`src/rtl/ysyx_22041207_pkg.sv`:
```
// Shared types and constants for the ysyx_22041207 instruction fetch unit.
package ysyx_22041207_pkg;

   localparam logic [63:0] RESET_PC_DEF = 64'h8000_0000;
   localparam logic [7:0]  AR_SIZE_WORD = 8'b0000_1111;

   typedef struct packed {
      logic [63:0] pc;
      logic [31:0] inst;
   } inst_entry_t;

   typedef struct packed {
      logic        stale;
      logic [63:0] pc;
   } tag_t;

   function automatic logic [63:0] align4(input logic [63:0] a);
      return {a[63:2], 2'b00};
   endfunction

endpackage

```
`src/rtl/ysyx_22041207_sync_fifo.sv`:
```
// Small synchronous FIFO with flush; used for the tag queue and the
// instruction buffer of the fetch unit.
module ysyx_22041207_sync_fifo #(
   parameter int WIDTH = 8,
   parameter int DEPTH = 4,
   localparam int AW = (DEPTH > 1) ? $clog2(DEPTH) : 1,
   localparam int CW = $clog2(DEPTH + 1)
) (
   input  logic             clk,
   input  logic             rst_n,
   input  logic             push,
   input  logic             pop,
   input  logic             flush,
   input  logic [WIDTH-1:0] wdata,
   output logic [WIDTH-1:0] rdata,
   output logic [CW-1:0]    count,
   output logic             full,
   output logic             empty
);

   logic [AW-1:0]    wr_q, wr_d, rd_q, rd_d;
   logic [CW-1:0]    cnt_q, cnt_d;
   logic [WIDTH-1:0] mem_q [DEPTH];
   logic             do_push, do_pop;

   function automatic logic [AW-1:0] inc(input logic [AW-1:0] p);
      return (p == AW'(DEPTH - 1)) ? '0 : p + 1'b1;
   endfunction

   assign empty   = (cnt_q == '0);
   assign full    = (cnt_q == CW'(DEPTH));
   assign do_pop  = pop && !empty;
   assign do_push = push && (!full || do_pop);
   assign rdata   = mem_q[rd_q];
   assign count   = cnt_q;

   always_comb begin
      wr_d  = wr_q;
      rd_d  = rd_q;
      cnt_d = cnt_q;
      if (flush) begin
         wr_d  = '0;
         rd_d  = '0;
         cnt_d = '0;
      end else begin
         if (do_push) wr_d = inc(wr_q);
         if (do_pop)  rd_d = inc(rd_q);
         cnt_d = cnt_q + CW'(do_push) - CW'(do_pop);
      end
   end

   always_ff @(posedge clk or negedge rst_n) begin
      if (!rst_n) begin
         wr_q  <= '0;
         rd_q  <= '0;
         cnt_q <= '0;
         for (int i = 0; i < DEPTH; i++) mem_q[i] <= '0;
      end else begin
         wr_q  <= wr_d;
         rd_q  <= rd_d;
         cnt_q <= cnt_d;
         if (do_push && !flush) mem_q[wr_q] <= wdata;
      end
   end

endmodule

```
`src/rtl/ysyx_22041207_ifu_prefetch.sv`:
```
// Prefetching instruction fetch unit with in-order outstanding reads.
// Define YSYX_22041207_IFU_BYPASS_EN for a 0-cycle response bypass.
module ysyx_22041207_ifu_prefetch
   import ysyx_22041207_pkg::*;
#(
   parameter logic [63:0] RESET_PC        = RESET_PC_DEF,
   parameter int          BUF_DEPTH       = 4,
   parameter int          MAX_OUTSTANDING = 2
) (
   input  logic        clk,
   input  logic        rst_n,
   input  logic        redirect_valid_i,
   input  logic [63:0] redirect_pc_i,
   input  logic        trap_valid_i,
   input  logic [63:0] csr_mtvec_i,
   output logic        ar_valid_o,
   input  logic        ar_ready_i,
   output logic [63:0] ar_addr_o,
   output logic [7:0]  ar_size_o,
   input  logic        r_valid_i,
   output logic        r_ready_o,
   input  logic [63:0] r_data_i,
   output logic        inst_valid_o,
   input  logic        inst_ready_i,
   output logic [31:0] inst_o,
   output logic [63:0] pc_o
);

   localparam int TCW = $clog2(MAX_OUTSTANDING + 1);
   localparam int BCW = $clog2(BUF_DEPTH + 1);

   logic [63:0] pc_q, pc_d, ar_addr_q, ar_addr_d, target;
   logic        ar_valid_q, ar_valid_d, ar_stale_q, ar_stale_d;
   logic [MAX_OUTSTANDING-1:0] stale_q, stale_d;

   logic           redir, ar_hs, resp, resp_keep, can_issue;
   tag_t           tag_w, tag_r;
   logic [TCW-1:0] tag_count, tag_nxt, push_idx;
   logic           tag_full, tag_empty;
   inst_entry_t    resp_entry, buf_r, out_entry;
   logic [BCW-1:0] buf_count, buf_nxt;
   logic           buf_full, buf_empty, buf_push, buf_pop, out_valid;
   logic [31:0]    word;

   assign redir  = redirect_valid_i || trap_valid_i;
   assign target = redirect_valid_i ? align4(redirect_pc_i)
                                    : align4(csr_mtvec_i);
   assign ar_hs  = ar_valid_q && ar_ready_i;
   assign resp   = r_valid_i && !tag_empty;

   assign tag_w.stale = ar_stale_q || redir;
   assign tag_w.pc    = ar_addr_q;

   ysyx_22041207_sync_fifo #(
      .WIDTH($bits(tag_t)),
      .DEPTH(MAX_OUTSTANDING)
   ) u_tag_q (
      .clk  (clk),
      .rst_n(rst_n),
      .push (ar_hs),
      .pop  (r_valid_i),
      .flush(1'b0),
      .wdata(tag_w),
      .rdata(tag_r),
      .count(tag_count),
      .full (tag_full),
      .empty(tag_empty)
   );

   // A redirect in the response cycle kills that response too.
   assign word = tag_r.pc[2] ? r_data_i[63:32] : r_data_i[31:0];
   assign resp_keep = resp && !(tag_r.stale || stale_q[0] || redir);
   assign resp_entry.pc   = tag_r.pc;
   assign resp_entry.inst = word;
   assign buf_pop = !buf_empty && inst_ready_i;

`ifdef YSYX_22041207_IFU_BYPASS_EN
   logic byp;
   assign byp       = resp_keep && buf_empty;
   assign buf_push  = resp_keep && !(byp && inst_ready_i);
   assign out_valid = !buf_empty || byp;
   assign out_entry = buf_empty ? resp_entry : buf_r;
`else
   assign buf_push  = resp_keep;
   assign out_valid = !buf_empty;
   assign out_entry = buf_r;
`endif

   ysyx_22041207_sync_fifo #(
      .WIDTH($bits(inst_entry_t)),
      .DEPTH(BUF_DEPTH)
   ) u_buf (
      .clk  (clk),
      .rst_n(rst_n),
      .push (buf_push),
      .pop  (buf_pop),
      .flush(redir),
      .wdata(resp_entry),
      .rdata(buf_r),
      .count(buf_count),
      .full (buf_full),
      .empty(buf_empty)
   );

   // Credit counts every read in flight as an already-reserved buffer slot.
   assign tag_nxt   = tag_count + TCW'(ar_hs) - TCW'(resp);
   assign buf_nxt   = redir ? '0
                            : buf_count + BCW'(buf_push) - BCW'(buf_pop);
   assign can_issue = (int'(buf_nxt) + int'(tag_nxt) < BUF_DEPTH)
                   && (int'(tag_nxt) < MAX_OUTSTANDING);
   assign push_idx  = tag_count - TCW'(resp);

   always_comb begin
      pc_d       = pc_q;
      ar_valid_d = ar_valid_q;
      ar_addr_d  = ar_addr_q;
      ar_stale_d = ar_stale_q;
      stale_d    = stale_q;
      if (ar_hs) begin
         ar_stale_d = 1'b0;
         if (!ar_stale_q) pc_d = pc_q + 64'd4;
      end
      if (redir) begin
         pc_d = target;
         if (ar_valid_q && !ar_ready_i) ar_stale_d = 1'b1;
      end
      if (!ar_valid_q || ar_ready_i) begin
         ar_valid_d = can_issue;
         if (can_issue) ar_addr_d = pc_d;
      end
      if (resp) stale_d = stale_q >> 1;
      for (int i = 0; i < MAX_OUTSTANDING; i++) begin
         if (ar_hs && TCW'(i) == push_idx) stale_d[i] = tag_w.stale;
      end
      if (redir) stale_d = '1;
   end

   always_ff @(posedge clk or negedge rst_n) begin
      if (!rst_n) begin
         pc_q       <= RESET_PC;
         ar_valid_q <= 1'b0;
         ar_addr_q  <= '0;
         ar_stale_q <= 1'b0;
         stale_q    <= '0;
      end else begin
         pc_q       <= pc_d;
         ar_valid_q <= ar_valid_d;
         ar_addr_q  <= ar_addr_d;
         ar_stale_q <= ar_stale_d;
         stale_q    <= stale_d;
      end
   end

   assign ar_valid_o   = ar_valid_q;
   assign ar_addr_o    = ar_addr_q;
   assign ar_size_o    = AR_SIZE_WORD;
   assign r_ready_o    = 1'b1;
   assign inst_valid_o = out_valid;
   assign inst_o       = out_valid ? out_entry.inst : 32'd0;
   assign pc_o         = out_valid ? out_entry.pc : 64'd0;

`ifndef SYNTHESIS
   always @(posedge clk) begin
      if (rst_n && r_valid_i && tag_empty)
         $error("ifu: read response with no outstanding request");
      if (rst_n && ar_hs && tag_full && !resp)
         $error("ifu: tag queue overflow");
      if (rst_n && buf_push && buf_full && !buf_pop && !redir)
         $error("ifu: instruction buffer overflow");
   end
`endif

endmodule
```
`config.mk`:
```
export PLATFORM = sky130hd
export DESIGN_NAME = ysyx_22041207_ifu_prefetch
export DESIGN_NICKNAME = d
export VERILOG_FILES = /design/src/rtl/ysyx_22041207_pkg.sv /design/src/rtl/ysyx_22041207_sync_fifo.sv /design/src/rtl/ysyx_22041207_ifu_prefetch.sv
export SDC_FILE = /design/constraint.sdc
export NUM_CORES = 1
export LEC_CHECK = 0
export BUFFER_PORTS_ARGS = -buffer_cell sky130_fd_sc_hd__buf_4
export CAP_MARGIN = 20
export CORE_MARGIN = 10
export CORE_UTILIZATION = 62
export DETAILED_ROUTE_END_ITERATION = 12
export PLACE_DENSITY_LB_ADDON = 0.1
export SLEW_MARGIN = 20
export SYNTH_ARGS = -nofsm -noshare
export SYNTH_HDL_FRONTEND = slang
export SYNTH_SLANG_ARGS = --single-unit
```
`constraint.sdc`:
```
create_clock -name clk -period 7 [get_ports clk]
set_input_delay 1.75 -clock clk [delete_from_list [all_inputs] [get_ports clk]]
set_output_delay 1.75 -clock clk [all_outputs]
set_load 0.05 [all_outputs]
```
==> metrics.cfg, run 1 <==
[synth]
synthTopCellsByArea=dfrtp_1 (54%), o21ai_0 (7.1%), mux4_2 (7.1%), mux2_2 (6.6%), nand2_1 (5.9%)
synth_seq_cells=657
syn_area_um2=30390
synth_top_area_share_pct=54.01
async_reset_ff_share_pct=100.0
seq_area_frac_synth_pct=54.10
ys_types=64
postSynthAreaPerCell_um2=11.07
ys_warn_count=0
synth_ff_type=dfrtp_1
synthCells=2746
yosysTopAreaCell=dfrtp_1
synth_edf_count=0
synth_commonest_cells=dfrtp_1 (656), nand2_1 (479), o21ai_0 (432), mux2_2 (178), clkbuf_1 (138)
synth_most_common_cell=dfrtp_1

[timing]
tns_ns=0
min_period_ns=4.945
hold_viol_final=0
rsz0062_at_grt=no
finalSetupViolCount=0
post-route-period-util_pct=70.64
worst_pin_slew_ns=1.224
skew_ns=0.01776
setup_slack_ns=2.056
slew_violations=0
max-slew-margin-rel_pct=17.63
clock.fmax_mhz=202.2
hold_slack_ns=0.4732

[setup_path]
criticalPathCategory=reg2out
critical_path.max_fanout=71
r2r_start=u_buf.count[1]
required_ns=5.25
worstRegToRegCells=17
arrival_ns=3.19
crit_start=u_buf.rd_q[1]
rr_endpoint=ar_addr_o[46]
cp-end-kind=primary output
start_kind=register
r2r_setup_slack_ns=2.25

[floorplan]
chipWidth_um=241.4
die-area_um2=58270
ios=370
fp.dieH_um=241.4
initial_core_util_pct=62.34
core_area_um2=48750
rows=81

[clock_tree]
path_clk_slew_ns=0.06
htree_levels=3
clock_latency_ns=0.60
cts_resized=0
cts_setup_buffers=0
cts_buffers=68
clock_path_buffers=3
cts_root_buf=clkbuf_16
ctsHoldBuffers=0
cts_tree=built
cts.sinks=657

[global_route]
grt_pass1_vias=22670
track_usage_pct=27.67
grt_max_degree=185
grt_pass1_wl_um=125800
antenna_found_initial=1
grt-ovfl-total=0

[power]
power_frac_comb_pct=28.7
intPower_mw=8.252
vdd_drop_max_uv=315.9
p_per_area_nw_per_um2=354.6
p_leak_nw=15.89
p_switching_mw=4.304
power_frac_clock_pct=30.1
pwr-share-seq_pct=41.2
switching_share_pct=34.28

[finish]
postLayoutCoreUtil_pct=72.64
drive_above_1_share_pct=26.93
finalInstanceArea_um2=35410
nNetsFinal=3164
syn2layout_area_growth_pct=16.51

[routing]
drc=0
drtIter0Drc=1719
ant_nets=0
dr.pass1.iters=5
vias_per_cell=5.975
avgRoutedWirePerCell_um=21.71
num_vias=21920
wl_um=79660

[placed_design]
port_buffers=356
dp_hpwl_um=53350
placed_area_um2=33040
gp_routability_congestion=0.9066
dp_slack_ns=1.590

[hold_path]
min_to=u_buf.mem_q[7]
hold_path_depth=2
holdCritPathClass=reg2reg
hold_start=u_buf.mem_q[7]

[status]
outcome=complete, no violations

[flow_run]
drv_cap=0

-- critical path: stages (launching register included) --
cell and delay (ns):
dfrtp_4 1.21, buf_4 0.56, mux4_2 0.42, and2_1 0.18, buf_4 0.19
-- cell usage in the layout, fill, tap and decap left out, drive strengths merged, types with 3 or more instances in the layout --
master / Yosys / layout
mux4: 96 / 96
nor3: 26 / 26
o311a: 3 / 3
bufinv: 0 / 6
and2: 105 / 105
a21oi: 42 / 42
nand4: 26 / 26
o211ai: 5 / 5
conb: 2 / 9
nand3: 36 / 36
and4: 3 / 3
o21ai: 433 / 433
and3: 17 / 17
nor2b: 3 / 3
buf: 121 / 387
ha: 13 / 13
nand2: 479 / 479
nor2: 84 / 84
clkinv: 1 / 12
o221ai: 6 / 6
a221oi: 18 / 18
xor2: 19 / 19
inv: 22 / 24
dfrtp: 656 / 656
mux2i: 103 / 103
or3: 11 / 11
or4: 7 / 7
mux2: 178 / 178
nor4: 17 / 17
clkbuf: 139 / 101
a211oi: 3 / 3
or2: 4 / 4
nand2b: 4 / 4
xnor2: 32 / 32
clkinvlp: 0 / 4
o31ai: 4 / 4
a31oi: 8 / 8
-- routing by layer --
layer	wire [um]	GRT usage [%]	share of wire (%)	up-vias
li1	-	-	-	9937
met5	0	0	0	-
met2	38390	45.04	48	793
met4	1971	8.706	2.5	0
met3	5683	4.902	7.1	122
met1	33620	37.49	42	11070
-- worst max-delay path by stage --
stage	to	slack (ns)	cells past startpoint
floorplan	ar_addr_o[39]	1.97	14
global placement	ar_addr_o[20]	1.68	13
detailed placement	ar_addr_o[14]	1.59	13
CTS	pc_o[49]	2.05	4
global route	ar_addr_o[60]	1.92	18
finish	pc_o[63]	2.06	4
-- cell type report --
cell class / count / area (um^2)
Sequential cell: 657 / 16450
Fill cell: 3492 / 13340
Multi-Input combinational cell: 1813 / 12670
Timing Repair Buffer: 387 / 3000
Clock buffer: 101 / 2059
Tap cell: 664 / 830.8
Clock inverter: 23 / 305.3
Inverter: 23 / 86.33
Antenna cell: 1 / 2.502
-- power groups by stage --
stage	registers (mW)	clock network, mW	logic [mW]
floorplan	4.88	0	2.90
global placement	5.17	0	3.50
detailed placement	5.22	0	3.59
CTS	5.16	3.83	3.62
global route	5.26	4.00	3.87
finish	5.18	3.78	3.60
-- per-stage QoR --
stage	total power, mW	instances
3_3_place_gp	8.662	3544
5_1_grt	13.14	3669
2_1_floorplan	7.779	2753
4_1_cts	12.62	3668
6_report	12.56	3669
3_5_place_dp	8.815	3544
-- registers in the layout (all words and copies together), names as in the netlist --
register / flops
pc_q: 64
u_tag_q.wr_q: 1
u_tag_q.mem_q: 130
u_buf.rd_q: 2
stale_q: 2
u_buf.count: 3
u_buf.mem_q: 384
ar_valid_o: 1
ar_stale_q: 1
ar_addr_o: 64
u_buf.wr_q: 2
u_tag_q.count: 2
u_tag_q.rd_q: 1
-- kinds of logic (layout without fill, tap and decap cells) --
family                   Yosys count  count (layout)  synth area share (%)
multiplexers                     377             377                 17.10
AO/OA/AOI/OAI                    533             533                 9.502
other                              2              10               0.02471
flip-flops                       657             657                 54.10
buffers and inverters            283             534                 4.557
adder cells (fa/ha/maj)           15              15                0.6670
AND/OR/NAND/NOR                  827             827                 12.50
XOR/XNOR                          52              52                 1.548
(Power assumes the default switching activity.)
==> run 2: changes to the inputs <==
- CORE_UTILIZATION: 62 -> 59
- clock period: 7 -> 4.8 ns (I/O delays scaled with it)
==> run 2 against run 1 <==
Net effect:
- largest power group unchanged
- final cell count rose by 0.93%
- global-route usage decreased by 1.2 points
- sequential share of layout area down 0.26 points
==> metrics.cfg, run 2 (synthesis gave the netlist of run 1 again) <==
[floorplan]
fp.dieH_um=247.0  ; +2.3%
rows=83  ; +2.5%
chipWidth_um=247.0  ; +2.3%
initial_core_util_pct=59.36  ; -3.0 points
core_area_um2=51200  ; +5.0%
ios=370  ; unchanged
die-area_um2=60990  ; +4.7%

[placed_design]
dp_hpwl_um=53890  ; +1.0%
placed_area_um2=33240  ; +0.60%
port_buffers=356  ; unchanged
dp_slack_ns=0.1621  ; -1.428 ns
gp_routability_congestion=0.9209  ; +1.6%

[clock_tree]
path_clk_slew_ns=0.06  ; about the same
cts_root_buf=clkbuf_16
clock_latency_ns=0.60  ; about the same
cts.sinks=657  ; unchanged
cts_buffers=71  ; +4.4%
cts_tree=built
cts_resized=0  ; unchanged
clock_path_buffers=3  ; unchanged
cts_setup_buffers=0  ; unchanged
ctsHoldBuffers=0  ; unchanged
htree_levels=3  ; unchanged

[routing]
num_vias=21680  ; -1.1%
avgRoutedWirePerCell_um=21.73  ; about the same
wl_um=80470  ; +1.0%
drtIter0Drc=1513  ; -12%
dr.pass1.iters=5  ; unchanged
ant_nets=0  ; unchanged
vias_per_cell=5.854  ; -2.0%
drc=0  ; unchanged

[setup_path]
max_stage_delay_ns=0.42  ; -0.79 ns
cpMostUsedCell=ha_1
arrival_ns=4.53  ; +1.34 ns
crit_buf_inv=2  ; unchanged
cp_cell_sequence=buf_4 > or2_2 > nor4_1 > ha_1 > fa_1 > and2_1 > ha_1 > nand3_1 > a21oi_1 > or3_1 > nor2b_4 > buf_12 > mux2_2
cp-end-kind=register
criticalPathCategory=in2reg
start_kind=input port
path_delay_family=simple AND/OR/NAND/NOR gates
r2r_setup_slack_ns=1.00  ; -1.25 ns
r2r_start=u_buf.count[1]
slowest_stage=fa_1
rr_endpoint=ar_addr_o[18]
critical_path.max_fanout=42  ; -41%
worstRegToRegCells=16  ; -1
crit_cells=13  ; +9
required_ns=5.28  ; +0.03 ns

[hold_path]
holdCritPathClass=reg2reg
min_to=u_tag_q.mem_q[64]
hold_path_depth=2  ; unchanged
hold_start=u_tag_q.mem_q[64]

[timing]
setup_slack_ns=0.7434  ; -1.312 ns
clock.fmax_mhz=246.5
tns_ns=0  ; unchanged
hold_viol_final=0  ; unchanged
hold_slack_ns=0.4758  ; +0.002604 ns
worst_pin_slew_ns=1.092  ; -0.1326 ns
slew_violations=0  ; unchanged
rsz0062_at_grt=no
post-route-period-util_pct=84.51
min_period_ns=4.057
skew_ns=0.02290  ; +0.005138 ns
max-slew-margin-rel_pct=27.22  ; +9.6 points
finalSetupViolCount=0  ; unchanged

[global_route]
track_usage_pct=26.51  ; -1.2 points
antenna_found_initial=2  ; +1
grt_max_degree=193  ; +4.3%
grt_pass1_vias=22400  ; -1.2%
grt_pass1_wl_um=127400  ; +1.3%
grt-ovfl-total=0  ; unchanged

[finish]
postLayoutCoreUtil_pct=69.54  ; -3.1 points
finalInstanceArea_um2=35610  ; +0.55%
syn2layout_area_growth_pct=17.16
regMostFlops=u_buf.mem_q
reg_top3=u_buf.mem_q: 384 flops, u_tag_q.mem_q: 130 flops
final_cell_mix=dfrtp_1 (653), nand2_1 (474), o21ai_0 (432)
n_fill_cell=3778  ; +8.2%
drive_above_1_share_pct=27.20  ; +0.27 points
final_common_cell=dfrtp_1
largest_reg_flops=384  ; unchanged
nNetsFinal=3179  ; +0.47%

[power]
vdd_drop_max_uv=392.5  ; +24%
p_per_area_nw_per_um2=516.4  ; +46%
p_leak_nw=16.00  ; +0.67%

[status]
outcome=complete, no violations

[flow_run]
drv_cap=0  ; unchanged

## run 2: cell count changes in the layout (fill, tap and decap cells not counted), sizes merged
cell | before | now
bufinv | 6 | 3
clkbuf | 101 | 109
clkinv | 12 | 14
clkinvlp | 4 | 2
inv | 24 | 25
buf | 387 | 399
## run 2: power by group
| part | switching (mW) | total, mW | internal (mW) |
|---|---|---|---|
| clock network | 2.22 | 5.49 | 3.27 |
| registers | 0.939 | 7.49 | 6.55 |
| logic | 3.18 | 5.40 | 2.23 |
## run 2: how the worst max path moves through the flow
stage | end | startpoint
global route | ar_addr_o[37] | redirect_valid_i
CTS | pc_o[44] | u_buf.rd_q[0]
finish | ar_addr_o[18] | redirect_valid_i
global placement | ar_addr_o[20] | redirect_valid_i
detailed placement | ar_addr_o[18] | redirect_valid_i
floorplan | ar_addr_o[39] | trap_valid_i
## run 2: layout make-up
class	instances	area, um^2	share of cell area [%]
diodes	1	2.502	0.007028
clock buffers	109	2153	6.048
clock inverters	21	210.2	0.5904
inverters	23	86.33	0.2425
multi-input cells	1813	12670	35.59
flip-flops and latches	657	16450	46.21
well taps	680	850.8	2.390
repair buffers	399	3178	8.926
## run 2: metal layers
| metal | global-route usage (%) | vias up | share of wire [%] |
|---|---|---|---|
| li1 | - | 9951 | - |
| met1 | 36.62 | 10930 | 44 |
| met2 | 42.12 | 691 | 48 |
| met3 | 5.050 | 107 | 6.3 |
| met4 | 8.118 | 0 | 2.3 |
| met5 | 0 | - | 0 |
## run 2: worst min-delay path, delay by kind of cell, from the launching register on
kind            cells  cell delay, ns
flops               1            0.34
compound gates      1            0.06
simple gates        1            0.04
## run 2: through the flow
step,total power [mW],std cells
final,18.39,3703
after global routing,19.22,3703
after CTS,18.49,3702
after detailed placement,12.98,3572
after global placement,12.74,3572
after floorplan,11.34,2753
